`src/rtl/systolic_pkg.sv`:
```
// Shared definitions for the systolic array input/output stages.
//   fp32_t          : one IEEE-754 single-precision element
//   FP32_ZERO       : +0.0, injected into lanes that carry no data
//   feeder_state_e  : sequencing states of the skew feeder
//   N_DEFAULT       : default number of PE rows fed by the array edge
package systolic_pkg;

    typedef logic [31:0] fp32_t;

    localparam fp32_t FP32_ZERO = 32'h0000_0000;

    localparam int N_DEFAULT = 4;

    typedef enum logic [1:0] {
        IDLE,
        STREAM,
        FLUSH,
        DONE
    } feeder_state_e;

endpackage

```
`src/rtl/sync_fifo.sv`:
```
// Single-clock FIFO with first-word fall-through read port.
// Ports:
//   clk, rst     : clock, asynchronous active-low reset (empties the FIFO)
//   push, wdata  : write one word (ignored when full and not popping)
//   pop          : discard the head word (ignored when empty)
//   rdata        : current head word, valid whenever empty == 0
//   full, empty  : occupancy flags
// Pointers carry one extra wrap bit so full and empty can be told apart
// when the address bits are equal.
module sync_fifo #(
    parameter int W     = 129,
    parameter int DEPTH = 4
) (
    input  logic         clk,
    input  logic         rst,
    input  logic         push,
    input  logic [W-1:0] wdata,
    input  logic         pop,
    output logic [W-1:0] rdata,
    output logic         full,
    output logic         empty
);

    localparam int AW = $clog2(DEPTH);

    logic [AW:0]  wr_ptr;
    logic [AW:0]  rd_ptr;
    logic [W-1:0] mem [DEPTH];
    logic         do_push;
    logic         do_pop;

    // A push into a full FIFO is only safe when the head leaves the same cycle.
    assign do_push = push && (!full || pop);
    assign do_pop  = pop && !empty;

    always_ff @(posedge clk or negedge rst) begin
        if (!rst) begin
            wr_ptr <= '0;
            rd_ptr <= '0;
        end else begin
            if (do_push) wr_ptr <= wr_ptr + 1'b1;
            if (do_pop)  rd_ptr <= rd_ptr + 1'b1;
        end
    end

    always_ff @(posedge clk) begin
        if (do_push) mem[wr_ptr[AW-1:0]] <= wdata;
    end

    assign rdata = mem[rd_ptr[AW-1:0]];
    assign empty = (wr_ptr == rd_ptr);
    assign full  = (wr_ptr[AW] != rd_ptr[AW]) && (wr_ptr[AW-1:0] == rd_ptr[AW-1:0]);

endmodule

```
`src/rtl/skew_feeder.sv`:
```
// Input stage of the systolic array. Buffers whole operand vectors and
// feeds lane i into PE row i delayed by i cycles, so element k of every
// row meets its PE on the same wavefront. After the vector tagged last,
// zeros drain the skew and done pulses once.
// Ports:
//   clk, rst            : clock, asynchronous active-low reset
//   in_valid, in_ready  : input handshake
//   in_data, in_last    : vector (lane i = bits [i*DW +: DW]), job-end tag
//   out_data, out_valid : skewed lanes to PE rows; data is 0 when not valid
//   busy                : first accept until done
//   done                : one-cycle pulse when the drain completes
//   state               : current sequencing state, for observation
// Handshake: a vector transfers on a rising edge where in_valid && in_ready.
// in_ready does not depend on in_valid; it is low during reset, when the
// FIFO is full, once the last vector of a job has been accepted, and in
// FLUSH/DONE.
module skew_feeder
    import systolic_pkg::*;
#(
    parameter int N     = N_DEFAULT,
    parameter int DW    = 32,
    parameter int DEPTH = 4
) (
    input  logic            clk,
    input  logic            rst,
    input  logic            in_valid,
    output logic            in_ready,
    input  logic [N*DW-1:0] in_data,
    input  logic            in_last,
    output logic [N*DW-1:0] out_data,
    output logic [N-1:0]    out_valid,
    output logic            busy,
    output logic            done,
    output feeder_state_e   state
);

    localparam int FW = N * DW + 1;
    localparam int CW = $clog2(N) + 1;

    feeder_state_e   state_q, state_d;
    logic [CW-1:0]   cnt_q, cnt_d;
    logic            last_seen_q, last_seen_d;

    logic            accept;
    logic            pop_head;
    logic            full, empty;
    logic [FW-1:0]   head;
    logic [N*DW-1:0] head_data;
    logic            head_last;

    assign in_ready = rst && !full && !last_seen_q &&
                      (state_q == IDLE || state_q == STREAM);
    assign accept   = in_valid && in_ready;

    // Stage 0 takes the head whenever one exists; in FLUSH the FIFO is
    // already empty, so the skew fills with zeros.
    assign pop_head  = !empty;
    assign head_data = head[N*DW-1:0];
    assign head_last = head[FW-1];

    sync_fifo #(
        .W     (FW),
        .DEPTH (DEPTH)
    ) u_fifo (
        .clk   (clk),
        .rst   (rst),
        .push  (accept),
        .wdata ({in_last, in_data}),
        .pop   (pop_head),
        .rdata (head),
        .full  (full),
        .empty (empty)
    );

    always_ff @(posedge clk or negedge rst) begin
        if (!rst) begin
            state_q     <= IDLE;
            cnt_q       <= '0;
            last_seen_q <= 1'b0;
        end else begin
            state_q     <= state_d;
            cnt_q       <= cnt_d;
            last_seen_q <= last_seen_d;
        end
    end

    always_comb begin
        state_d     = state_q;
        cnt_d       = cnt_q;
        last_seen_d = last_seen_q;
        busy        = 1'b0;
        done        = 1'b0;

        if (accept && in_last) last_seen_d = 1'b1;

        case (state_q)
            IDLE: begin
                if (accept) state_d = STREAM;
            end
            STREAM: begin
                busy = 1'b1;
                if (pop_head && head_last) begin
                    state_d = FLUSH;
                    cnt_d   = '0;
                end
            end
            FLUSH: begin
                // Stay until the last lane has shown the final vector.
                busy = 1'b1;
                if (cnt_q == CW'(N - 1)) state_d = DONE;
                else                     cnt_d   = cnt_q + 1'b1;
            end
            DONE: begin
                done        = 1'b1;
                last_seen_d = 1'b0;
                state_d     = IDLE;
            end
            default: state_d = IDLE;
        endcase
    end

    assign state = state_q;

    // Lane i: stage-0 register followed by i further delay registers.
    for (genvar i = 0; i < N; i++) begin : g_lane
        logic [DW-1:0] d_q [i+1];
        logic          v_q [i+1];

        always_ff @(posedge clk or negedge rst) begin
            if (!rst) begin
                for (int k = 0; k <= i; k++) begin
                    d_q[k] <= '0;
                    v_q[k] <= 1'b0;
                end
            end else begin
                d_q[0] <= pop_head ? head_data[i*DW +: DW] : DW'(FP32_ZERO);
                v_q[0] <= pop_head;
                for (int k = 1; k <= i; k++) begin
                    d_q[k] <= d_q[k-1];
                    v_q[k] <= v_q[k-1];
                end
            end
        end

        assign out_data[i*DW +: DW] = d_q[i];
        assign out_valid[i]         = v_q[i];
    end

endmodule

```
`config.mk`:
```
export PLATFORM = sky130hd
export DESIGN_NAME = skew_feeder
export DESIGN_NICKNAME = d
export VERILOG_FILES = /design/src/rtl/systolic_pkg.sv /design/src/rtl/sync_fifo.sv /design/src/rtl/skew_feeder.sv
export SDC_FILE = /design/constraint.sdc
export NUM_CORES = 1
export LEC_CHECK = 0
export CAP_MARGIN = 20
export CORE_ASPECT_RATIO = 0.75
export CORE_MARGIN = 2
export CORE_UTILIZATION = 28
export CTS_CLUSTER_DIAMETER = 100
export CTS_CLUSTER_SIZE = 30
export DETAILED_ROUTE_END_ITERATION = 16
export GPL_TIMING_DRIVEN = 0
export SLEW_MARGIN = 20
export SYNTH_ARGS = -nofsm -noshare
export SYNTH_HDL_FRONTEND = slang
export SYNTH_SLANG_ARGS = --single-unit
```
`constraint.sdc`:
```
create_clock -name clk -period 6 [get_ports clk]
set_clock_uncertainty 0.1 [all_clocks]
set_input_delay 0.9 -clock clk [delete_from_list [all_inputs] [get_ports clk]]
set_output_delay 0.9 -clock clk [all_outputs]
set_load 0.005 [all_outputs]
```
==> run_results.csv <==
group,metric,value,unit
finish,stdcell_count,3010,
logic_synthesis,synth_edf_count,516,
sta,fmaxAchievable,269,MHz
clock_tree,cts_buffer_depth,3,
sta,period_minus_slack,3.71,ns
clock_tree,path_clk_slew,0.11,ns
clock_tree,cts_buffers,37,
finish,area_delta_synth_final,20.7,%
logic_synthesis,yosys_warnings,0,
clock_tree,clk_latency,0.61,ns
sta,final.period_utilization,61.9,%
worst_setup_path,worstReg2RegEnd,"g_lane[1].d_q[62]",
sta,rsz0062_at_grt,"no",
logic_synthesis,synth_top_area_share,53.4,%
worst_setup_path,crit_path_max_fanout,75,
sta,finalHoldViolations,0,
floorplanning,die_w,376,um
outcome,status,"finished, final reports clean",
floorplanning,core,103000,um2
logic_synthesis,synth_seq_cells,852,
global_route,grt_pass1_wl,84800,um
clock_tree,hold_buffers,0,
global_route,grt_max_degree,95,
floorplanning,die_h,283,um
floorplanning,num_rows,102,
logic_synthesis,syn-num-nets,1450,
global_route,grt_use_total,10.7,%
route,dr.pass1.iters,5,
logic_synthesis,seq_area_frac_synth,82.4,%
global_route,grt_pass1_vias,13400,
global_route,antenna_found_initial,12,
worst_setup_path,r2r_slack,3.10,ns
finish,nNetsFinal,1773,
floorplanning,start_util,28.2,%
flow_run,cap_violations,0,
logic_synthesis,synth-main-ff-cell,"edfxtp_1",
route,wl_per_cell,18.8,um
worst_setup_path,crit_required,5.00,ns
clock_tree,root_buffer,"clkbuf_16",
logic_synthesis,yosys-top-cells-count,"edfxtp_1 (516), dfrtp_1 (336), nor2b_1 (130), mux4_2 (129), buf_4 (98)",
worst_setup_path,critPathLaunch,"rst",
logic_synthesis,synthCells,1307,
placement,hpwlAfterDp,36000,um
logic_synthesis,synthTopCellsByArea,"edfxtp_1 (53%), dfrtp_1 (29%), mux4_2 (10%)",
sta,drv_slew,0,
worst_setup_path,start_kind,"primary input",
sta,tns,0,ns
finish,diodes,0,
power,power.leakage,12.4,nW
worst_setup_path,end_kind,"output pin",
floorplanning,io_pins,269,
global_route,overflow,0,
route,drcViolationCount,0,
power,power_density,449,nW/um2
logic_synthesis,synth_area_leader_cell,"edfxtp_1",
floorplanning,die_area,106000,um2
worst_setup_path,path_class,"in -> out",
placement,portBuffers,268,
placement,dp.cells,2943,
clock_tree,htree_levels,2,
clock_tree,ctsResizeCount,0,
route,wl,56600,um
clock_tree,postCtsSetupBuffers,0,
min_path,hold_path_class,"in -> async",
worst_setup_path,ff2ff_path_depth,6,
clock_tree,cts.sink_count,852,
logic_synthesis,yosys.cell_count.top_type,"edfxtp_1",
finish,drive_above_1_share,19.4,%
logic_synthesis,synth_cell_types,33,
route,vias,12300,
finish,final.fill_count,9613,
clock_tree,cts_tree,"yes",
placement,finalWeightedCongestion,0.695,
route,ant_nets,0,
worst_setup_path,arrival,2.71,ns
sta,slew_headroom,30.7,%
power,peakVddDrop,197,uV
worst_setup_path,r2r-start,"u_fifo.rd_ptr[0]",
logic_synthesis,synth-async-reset-ratio,39.4,%
sta,setup_viol_count_final,0,
route,vias_per_cell,4.08,
route,drt_iter0_drc,898,
sta,worst_slew_pin_slew,1.04,ns
logic_synthesis,synth.cell_area,29000,um2
logic_synthesis,avgSynthCellArea,22.2,um2
-- layout make-up --
type                            instances  area, um2  area share, %
Multi-Input combinational cell        306       4180           11.9
Timing Repair Buffer                  284       3110           8.87
Buffer                                141        926           2.64
Tap cell                             1352       1690           4.83
Clock buffer                           59       1050           3.01
Inverter                                8       30.0         0.0857
Clock inverter                          8        139          0.396
Sequential cell                       852      23900           68.2
-- cell families after synthesis --
kind of cell	synth area share, %
flops	82.4
buf+inv	3.29
simple gates	3.09
mux	10.1
compound gates	0.418
fa+ha+maj	0.474
xor+xnor	0.267
-- stage by stage --
stage	area [um2]	util (%)	power, mW	hold WS, ns	worst slack, ns
2_1_floorplan	29000	-	10.7	0.231	1.08
3_3_place_gp	33400	32.4	12.9	0.231	-15.29
3_5_place_dp	33800	32.9	12.9	0.235	1.97
4_1_cts	35000	34.0	16.1	0.0863	2.20
5_1_grt	35000	34.0	16.7	0.0965	2.07
6_report	35000	34.0	15.7	0.101	2.29
-- critical path, stage by stage --
cell	delay, ns
buf_8	0.33
buf_16	0.35
nor2b_1	0.22
o311a_4	0.24
clkdlybuf4s50_1	0.53
-- sequential cells by signal (all words and copies together), names as in the netlist --
name / count
u_fifo.mem: 516
g_lane.v_q: 3
cnt_q: 3
g_lane.d_q: 224
state: 2
last_seen_q: 1
out_data: 96
out_valid: 1
u_fifo.wr_ptr: 3
u_fifo.rd_ptr: 3
-- power by group --
group	leakage, nW	internal (mW)	switching (mW)	total, mW
clock	0.571	1.28	1.84	3.12
sequential	8.67	7.65	0.386	8.04
combinational	3.19	2.56	2.01	4.57
-- worst max-delay path by stage --
stage                     cells after the start           endpoint
after detailed placement                      7  u_fifo.mem[2][94]
after CTS                                     5           in_ready
after global routing                          5           in_ready
final                                         5           in_ready
after floorplan                               3   u_fifo.mem[3][0]
after global placement                        4  u_fifo.mem[3][92]
-- cells in the final DEF, fill, tap and decap left out, drive strengths merged --
cell,instances
or2,1
xor2,4
mux4,129
dfrtp,336
a32oi,1
clkinv,4
o2bb2ai,2
ha,11
nor2,2
a21oi,1
buf,138
clkdlybuf4s50,267
and3,5
mux2,2
xnor2,4
clkbuf,79
a22oi,2
o311a,1
edfxtp,516
a221o,1
nor2b,130
o21ai,2
nor3,2
and2,1
nand2,3
inv,12
o221ai,1
o31ai,1
-- layer usage --
| layer | vias to the layer above | track usage, % | share of wire [%] |
|---|---|---|---|
| li1 | 5428 | - | - |
| met1 | 6551 | 13.9 | 43 |
| met2 | 216 | 17.9 | 49 |
| met3 | 73 | 2.85 | 5.7 |
| met4 | 20 | 2.45 | 1.8 |
| met5 | - | 0 | 0.23 |
Power figures use the tool's default switching activity.
